[config.mk]
export PLATFORM = sky130hd
export DESIGN_NAME = mnist_argmax
export DESIGN_NICKNAME = d
export VERILOG_FILES = /design/src/rtl/mnist_pkg.sv /design/src/rtl/mnist_max_cmp.sv /design/src/rtl/mnist_argmax.sv
export SDC_FILE = /design/constraint.sdc
export NUM_CORES = 1
export LEC_CHECK = 0
export CAP_MARGIN = 40
export CELL_PAD_IN_SITES_DETAIL_PLACEMENT = 1
export CELL_PAD_IN_SITES_GLOBAL_PLACEMENT = 2
export CORE_UTILIZATION = 33
export DETAILED_ROUTE_END_ITERATION = 8
export HOLD_SLACK_MARGIN = 0.15
export MAX_ROUTING_LAYER = met4
export PLACE_DENSITY_LB_ADDON = 0.1
export SLEW_MARGIN = 40
export SYNTH_ARGS = -nofsm -noshare
export SYNTH_HDL_FRONTEND = slang
export SYNTH_SLANG_ARGS = --single-unit
[constraint.sdc]
create_clock -name clk -period 5.4 [get_ports clk]
set_input_delay 1.08 -clock clk [delete_from_list [all_inputs] [get_ports clk]]
set_output_delay 1.08 -clock clk [all_outputs]
set_load 0.1 [all_outputs]
[src/rtl/mnist_pkg.sv]
`default_nettype none
// ============================================================================
//  Package     : mnist_pkg
//  Description : Shared constants, types and helpers for the MNIST classifier
//                back end (argmax stage and the future top-k block).
//  Contents    : N, NUM_CLASS defaults, clog2 helper, logit_t, FSM encodings
//  Revision    : 1.0  initial release
// ============================================================================
package mnist_pkg;

    localparam int N         = 8;
    localparam int NUM_CLASS = 10;

    // Index width for a class count; never returns less than 1 so that a
    // two-class build still gets a usable index bus.
    function automatic int clog2(input int value);
        int r;
        int v;
        r = 0;
        v = value - 1;
        while (v > 0) begin
            r = r + 1;
            v = v >>> 1;
        end
        return (r < 1) ? 1 : r;
    endfunction

    typedef logic signed [N-1:0] logit_t;

    // Argmax scan FSM encoding
    localparam logic [0:0] c_st_idle = 1'b0;
    localparam logic [0:0] c_st_scan = 1'b1;

endpackage
`default_nettype wire

[src/rtl/mnist_max_cmp.sv]
`default_nettype none
// ============================================================================
//  Module      : mnist_max_cmp
//  Description : Combinational signed max of two (value, index) pairs. The
//                candidate wins only when strictly greater, so on a tie the
//                running (lower-index) entry is kept.
//  Ports       : cur_val/cur_idx   running best
//                cand_val/cand_idx challenger
//                win_val/win_idx   selected pair
//  Revision    : 1.0  initial release
// ============================================================================
module mnist_max_cmp #(
    parameter int N     = 8,
    parameter int IDX_W = 4
) (
    input  logic signed [N-1:0]     cur_val,
    input  logic        [IDX_W-1:0] cur_idx,
    input  logic signed [N-1:0]     cand_val,
    input  logic        [IDX_W-1:0] cand_idx,
    output logic signed [N-1:0]     win_val,
    output logic        [IDX_W-1:0] win_idx
);
    import mnist_pkg::*;

    logic w_take;

    assign w_take  = (cand_val > cur_val);
    assign win_val = w_take ? cand_val : cur_val;
    assign win_idx = w_take ? cand_idx : cur_idx;

endmodule
`default_nettype wire

[src/rtl/mnist_argmax.sv]
`default_nettype none
// ============================================================================
//  Module      : mnist_argmax
//  Description : Serial argmax over a single-beat NUM_CLASS logit vector.
//                One class is compared per cycle; the winner index and score
//                are published with a one-cycle class_vld pulse.
//  Ports       : clk, rst        clock, synchronous active-high reset
//                din_vld/din     logit vector beat (class c at din[c*N +: N])
//                din_end         end-of-frame marker, expected with din_vld
//                busy            scan running; a din_vld now is dropped
//                class_vld       result strobe
//                class_idx       winning class (held until next class_vld)
//                class_score     winning logit  (held until next class_vld)
//                frame_cnt       number of results produced (wrapping)
//                drop_err        sticky frame-dropped / missing-end flag
//  Revision    : 1.0  initial release
// ============================================================================
module mnist_argmax #(
    parameter  int N         = mnist_pkg::N,
    parameter  int NUM_CLASS = mnist_pkg::NUM_CLASS,
    parameter  int CNT_W     = 16,
    localparam int IDX_W     = mnist_pkg::clog2(NUM_CLASS)
) (
    input  logic                   clk,
    input  logic                   rst,
    input  logic                   din_vld,
    input  logic [NUM_CLASS*N-1:0] din,
    input  logic                   din_end,
    output logic                   busy,
    output logic                   class_vld,
    output logic [IDX_W-1:0]       class_idx,
    output logic [N-1:0]           class_score,
    output logic [CNT_W-1:0]       frame_cnt,
    output logic                   drop_err
);
    import mnist_pkg::*;

    localparam logic [IDX_W-1:0] c_last_idx = IDX_W'(NUM_CLASS - 1);

    logic [0:0]             r_state;
    logic [0:0]             w_state_nxt;
    logic [NUM_CLASS*N-1:0] r_vec;
    logic signed [N-1:0]    r_best;
    logic [IDX_W-1:0]       r_idx;
    logic [IDX_W-1:0]       r_cnt;
    logic                   r_class_vld;
    logic [IDX_W-1:0]       r_class_idx;
    logic [N-1:0]           r_class_score;
    logic [CNT_W-1:0]       r_frame_cnt;
    logic                   r_drop_err;

    logic signed [N-1:0]    w_logits [NUM_CLASS];
    logic signed [N-1:0]    w_cand;
    logic signed [N-1:0]    w_win_val;
    logic [IDX_W-1:0]       w_win_idx;
    logic                   w_last;

    // Split the captured vector into per-class logits for the serial select.
    for (genvar g = 0; g < NUM_CLASS; g++) begin : g_unpack
        assign w_logits[g] = r_vec[g*N +: N];
    end

    assign w_cand = w_logits[r_cnt];
    assign w_last = (r_state == c_st_scan) && (r_cnt == c_last_idx);

    mnist_max_cmp #(
        .N     (N),
        .IDX_W (IDX_W)
    ) u_max_cmp (
        .cur_val  (r_best),
        .cur_idx  (r_idx),
        .cand_val (w_cand),
        .cand_idx (r_cnt),
        .win_val  (w_win_val),
        .win_idx  (w_win_idx)
    );

    // ------------------------------------------------------------------
    // FSM
    // ------------------------------------------------------------------
    always_ff @(posedge clk) begin
        if (rst) begin
            r_state <= c_st_idle;
        end else begin
            r_state <= w_state_nxt;
        end
    end

    always_comb begin
        w_state_nxt = r_state;
        case (r_state)
            c_st_idle: if (din_vld) w_state_nxt = c_st_scan;
            c_st_scan: if (w_last)  w_state_nxt = c_st_idle;
            default:                w_state_nxt = c_st_idle;
        endcase
    end

    // ------------------------------------------------------------------
    // Datapath, result registers, counters
    // ------------------------------------------------------------------
    always_ff @(posedge clk) begin
        if (rst) begin
            r_vec         <= '0;
            r_best        <= '0;
            r_idx         <= '0;
            r_cnt         <= '0;
            r_class_vld   <= 1'b0;
            r_class_idx   <= '0;
            r_class_score <= '0;
            r_frame_cnt   <= '0;
            r_drop_err    <= 1'b0;
        end else begin
            r_class_vld <= 1'b0;
            if (r_state == c_st_idle) begin
                if (din_vld) begin
                    // Class 0 seeds the running best; the scan starts at 1.
                    r_vec  <= din;
                    r_best <= din[N-1:0];
                    r_idx  <= '0;
                    r_cnt  <= IDX_W'(1);
                    if (!din_end) begin
                        r_drop_err <= 1'b1;
                    end
                end
            end else begin
                r_best <= w_win_val;
                r_idx  <= w_win_idx;
                r_cnt  <= r_cnt + 1'b1;
                // A frame offered mid-scan is discarded; the scan carries on.
                if (din_vld) begin
                    r_drop_err <= 1'b1;
                end
                if (w_last) begin
                    r_cnt         <= '0;
                    r_class_vld   <= 1'b1;
                    r_class_idx   <= w_win_idx;
                    r_class_score <= w_win_val;
                    r_frame_cnt   <= r_frame_cnt + 1'b1;
                end
            end
        end
    end

    assign busy        = (r_state == c_st_scan);
    assign class_vld   = r_class_vld;
    assign class_idx   = r_class_idx;
    assign class_score = r_class_score;
    assign frame_cnt   = r_frame_cnt;
    assign drop_err    = r_drop_err;

endmodule
`default_nettype wire

Yosys cells after proc, flatten, opt, wreduce, memory -nomap -nowiden --
Index checks and enable logic that the tools add are counted. W data, S select, Z words.
Operators by class: add/subtract/negate cells 2, $lt $le $gt $ge 2, equal/unequal tests 2, mux-type cells 20, bitwise operators 2, reduce and logical (&&, ||, !) cells 6
Operator list (count):
- $mux W8 | 5
- $bmux W8 S4 | 1
- $mux W4 | 6
- $add A16 B1 Y16 const B | 1
- $gt A8 B8 Y1 | 1
- $mux W1 | 7
- $reduce_and A2 Y1 | 3
- $ge A5 B5 Y1 const B | 1
- $not A4 Y5 | 1
- $add A4 B1 Y4 const B | 1
- $eq A4 B4 Y1 const B | 1
- $ne A2 B1 Y1 const B | 1
- $pmux W1 S2 | 1
- $reduce_bool A2 Y1 | 1
- $reduce_or A2 Y1 | 1
- $logic_and A1 B1 Y1 | 1
- $not A1 Y1 | 1
Word-level totals: flip-flop bits (word level) 127, bits of input ports 84, output and inout port bits 31, word-level logic and storage cells 44

Depth between registers and ports, before layout --
depth in word-level cells 7, depth in mapped cells 12, mapped depth without buffers 9

Cells and area by module --
Synthesis repeated with hierarchy kept, for this count alone.
Second synthesis, totals: cell total of the unflattened synthesis 680, area total of the unflattened synthesis 5706.7 µm²
Modules (own cells, without submodules):
- mnist_argmax | instances 1, cells an instance 636, area an instance 5346.4 µm², sequential area each 2542.4 µm²
- mnist_max_cmp | instances 1, cells an instance 44, area an instance 360.3 µm², sequential area each 0.0 µm²

Worst setup path after synthesis --
Ideal clock, no wire load.
kind reg-to-reg, start point reg r_cnt[0], end point reg r_class_score[3], in the netlist class_score[3], setup time 138 ps, data arrival time 2973 ps, data required time 5262 ps, setup slack 2289 ps, stages on the path, launching flop included 11, buffers on the path 3, period minus slack after synthesis 3111 ps, cell sequence dfxtp_1 -> clkbuf_8 -> buf_6 -> mux4_2 -> a221o_1 -> ha_1 -> and2b_2 -> a41o_2 -> nor2_1 -> clkbuf_1 -> o221ai_1
Between the ends: longest elaborated chain between the ends 6
Ends and longest elaborated chain:
- from (decl) | line mnist_argmax.sv:45 | logic [IDX_W-1:0] r_cnt;
- from (signal assigned) | line mnist_argmax.sv:128 | r_cnt <= r_cnt + 1'b1;
- $not A4 Y5 (not written as such) | line mnist_argmax.sv:63 | assign w_cand = w_logits[r_cnt];
- $bmux W8 S4 | line mnist_argmax.sv:63
- $mux W8 (not written as such) (2 in series) | line mnist_argmax.sv:63
- $gt A8 B8 Y1 | line mnist_max_cmp.sv:27 | assign w_take = (cand_val > cur_val);
- $mux W8 | line mnist_max_cmp.sv:28 | assign win_val = w_take ? cand_val : cur_val;
- to (signal assigned) | line mnist_argmax.sv:137 | r_class_score <= w_win_val;
- to (decl) | line mnist_argmax.sv:48 | logic [N-1:0] r_class_score;
Parallel ways exist; a longest one is shown, timed or not. The select of a mux whose other input is x is not followed. A chain may end at the register's enable or synchronous reset.

Worst setup path after layout --
start point reg r_cnt[1], end point reg r_best[0]
Between the ends: longest elaborated chain between the ends 7
Ends and longest elaborated chain:
- $not A4 Y5 (not written as such) * | line mnist_argmax.sv:63
- $bmux W8 S4 * | line mnist_argmax.sv:63
- $mux W8 (not written as such) * (2 in series) | line mnist_argmax.sv:63
- $gt A8 B8 Y1 | line mnist_max_cmp.sv:27
- $mux W8 * | line mnist_max_cmp.sv:28
- $mux W8 * | line mnist_argmax.sv:114 | if (r_state == c_st_idle) begin
- to (signal assigned) | line mnist_argmax.sv:118 | r_best <= din[N-1:0];
- to (signal assigned) | line mnist_argmax.sv:126 | r_best <= w_win_val;
- to (decl) | line mnist_argmax.sv:43 | logic signed [N-1:0] r_best;
Every way passes the cells marked *; elsewhere a longest branch is shown, timed or not. The select of a mux whose other input is x is not followed.

==> results.toml <==
[pwr]
power.density_nw_per_um2 = 341
ir_worst_vdd_mv = 0.204
power_leakage_nw = 2.77

[route]
wirelength_mm = 18.1
ant_nets = 0
drc = 0
vias_per_cell = 5.13
routedWlPerCell_um = 17.9
num_vias = 5213
first_pass_iters = 4
drt_iter0_drc = 242

[sta]
fmax_mhz = 276
fin_skew_ns = 0.0122
hold_viol_final = 0
setup_viol = 0
period_share_pct = 67.1
rsz0062_at_grt = "no"
fin_crit_ns = 3.62
worst_pin_slew_ns = 0.743
fin_setup_tns_ns = 0
relSlewSlack_pct = 50.5
slew_violations = 0

[worst_setup_path]
reg2reg_to = "r_best[0]"
cpPeakStageDelay_ns = 0.58
start_kind = "flip-flop"
cp_cell_sequence = "buf_4 -> mux2i_1 -> o22ai_1 -> a221o_1 -> ha_1 -> a21oi_1 -> o21ai_0 -> a211oi_2 -> nor2_2 -> o311ai_1"
endpoint = "r_best[0]"
worstPathArrival_ns = 3.96
worstSetupPathType = "reg2reg"
reg2reg_depth = 10
critical_path_required_ns = 5.73
reg2reg_slack_ns = 1.78
cp_max_fo = 25
r2r-start = "r_cnt[1]"
crit_path_top_delay_cell = "a211oi_2"
crit_path_start = "r_cnt[1]"
critPathCaptureType = "flip-flop"

[logic_synthesis]
yosys_warnings = 0
muxShareOfSynthArea_pct = 7.76
syn-num-nets = 789
synth_edf_count = 0
synth_area_leaders = "dfxtp_1, nand2_1, a21oi_1"
synth_xor_area_share_pct = 2.10
async_reset_ff_share_pct = 0
syn-cell-area_um2 = 5840
yosysUniqueCellTypes = 55
synth-simple-area-share_pct = 22.3
synth_top_family_by_area = "simple AND/OR/NAND/NOR gates"
synthAdderAreaFrac_pct = 2.36
synth_compound_area_share_pct = 16.3
yosysSeqAreaShare_pct = 43.6
syn-instance-count = 694
synth_area_leader_cell = "dfxtp_1"
synth_ff_type = "dfxtp_1"
avgSynthCellArea_um2 = 8.41
ys_seq_elements = 127
synth_top_area_share_pct = 43.6

[placed_design]
dpl-instance-area_um2 = 6890
dp_hpwl_mm = 12.9
numPlacedInstances = 985
port_buffers = 114
gp_congestion = 0.827

[finish]
fin_area_um2 = 7490
layout.cells.non_filler = 1016
final_cell_mix = "nand2_1, dfxtp_1, a21oi_1"
nNetsFinal = 874
area_growth_pct = 28.4
diodes = 0
final_common_cell = "nand2_1"
drive_gt1_share_pct = 12.4
fillers = 2042

[cts]
cts.sinks = 127
path_clk_slew_ns = 0.06
clk_path_buf_depth = 2
numCtsBuffers = 17
cts_resized = 0
h-tree-depth = 4
holdBufCountCts = 0
post_cts_buffers = 0
cts-root-buf = "clkbuf_16"
cts_tree = "yes"
clk_latency_ns = 0.43

[global_route]
grt_use_total_pct = 21.3
grtUsageMet2_pct = 35.4
use_met1_pct = 26.1
grt_pass1_wl_mm = 28.6
met3_usage_pct = 4.05
grt-ovfl-total = 0
gr-max-usage-layer = "met2"
grt_max_degree = 85
grt_pass1_vias = 5307
antenna_found_initial = 0

[worst_hold_path]
hold_path_class = "reg2reg"
hold_start = "r_vec[39]"

[floorplan]
die_y_um = 135
num_io_pins = 115
initial_core_util_pct = 33.7
rows = 48
die-area_um2 = 18200
die_x_um = 135
core_area_um2 = 17300

[status]
outcome = "completed"

[run]
cap_violations = 0
## report_power, final
part | internal, mW | switching (mW) | total (mW)
registers | 0.980 | 0.0363 | 1.02
clock network | 0.736 | 0.448 | 1.18
logic | 0.141 | 0.211 | 0.352
## worst max-delay path: cells and delay by family, from the launching register on
kind / cells / cell delay (ns)
adder cells (fa/ha/maj): 1 / 0.34
buffers and inverters: 1 / 0.42
multiplexers: 1 / 0.28
AND/OR/NAND/NOR: 1 / 0.30
AO/OA/AOI/OAI: 6 / 1.68
flip-flops: 1 / 0.49
## final cells by class
type                            instances  area (um^2)  area share, %
Clock buffer                           18          439           5.86
Clock inverter                         13          163           2.17
Inverter                               10         37.5          0.501
Multi-Input combinational cell        502         2990           39.9
Sequential cell                       127         2540           33.9
Tap cell                              225          282           3.76
Timing Repair Buffer                  121         1040           13.8
## metal layers
| metal | part of all wire, % | up-vias |
|---|---|---|
| met2 | 50 | 95 |
| met4 | 1.2 | 0 |
| met5 | 0 | - |
| met1 | 46 | 2500 |
| met3 | 3.1 | 17 |
| li1 | - | 2601 |
## synthesized netlist by cell type (5+ instances only)
| cell | number |
|---|---|
| a21oi_1 | 90 |
| a221o_1 | 7 |
| buf_6 | 6 |
| clkbuf_1 | 40 |
| dfxtp_1 | 127 |
| ha_1 | 11 |
| inv_1 | 10 |
| mux2_2 | 9 |
| mux2i_1 | 16 |
| mux4_2 | 5 |
| nand2_1 | 187 |
| nand3_1 | 18 |
| nand3b_1 | 10 |
| nand4_1 | 7 |
| nor2_1 | 33 |
| o21ai_0 | 13 |
| o221ai_1 | 14 |
| o22ai_1 | 7 |
| or3_1 | 14 |
| xor2_1 | 10 |
## sequential cells by signal, summed over array words and instances (netlist names)
name         count
class_idx        4
busy             1
r_cnt            4
frame_cnt       16
r_vec           80
r_best           8
drop_err         1
class_vld        1
r_idx            4
class_score      8
## how the worst min path moves through the flow
stage                end  cells past startpoint  slack, ns
2_1_floorplan  r_vec[10]                      2       0.43
3_3_place_gp    r_vec[1]                      2       0.44
3_5_place_dp    r_vec[1]                      2       0.45
4_1_cts         r_vec[1]                      2       0.46
5_1_grt        r_vec[46]                      2       0.48
6_report       r_vec[39]                      2       0.45
## metrics by stage
stage / setup slack [ns] / util (%) / hold WS (ns) / power, mW
floorplan: 2.29 / - / 0.432 / 1.24
global placement: 1.45 / 40.7 / 0.443 / 1.38
detailed placement: 1.50 / 39.8 / 0.449 / 1.39
CTS: 1.49 / 43.3 / 0.457 / 2.58
global route: 1.53 / 43.3 / 0.478 / 2.66
finish: 1.78 / 43.3 / 0.454 / 2.55
## cells by family (layout without fill, tap and decap cells)
family / Yosys count / in the layout
adders and majority gates: 11 / 11
xor gates and xnor gates: 14 / 14
muxes: 33 / 33
buffers and inverters: 65 / 162
and+or+nand+nor: 292 / 292
DFF: 127 / 127
AOI/OAI and AO/OA: 152 / 152
Note: power is estimated with default switching activity, not from simulation.
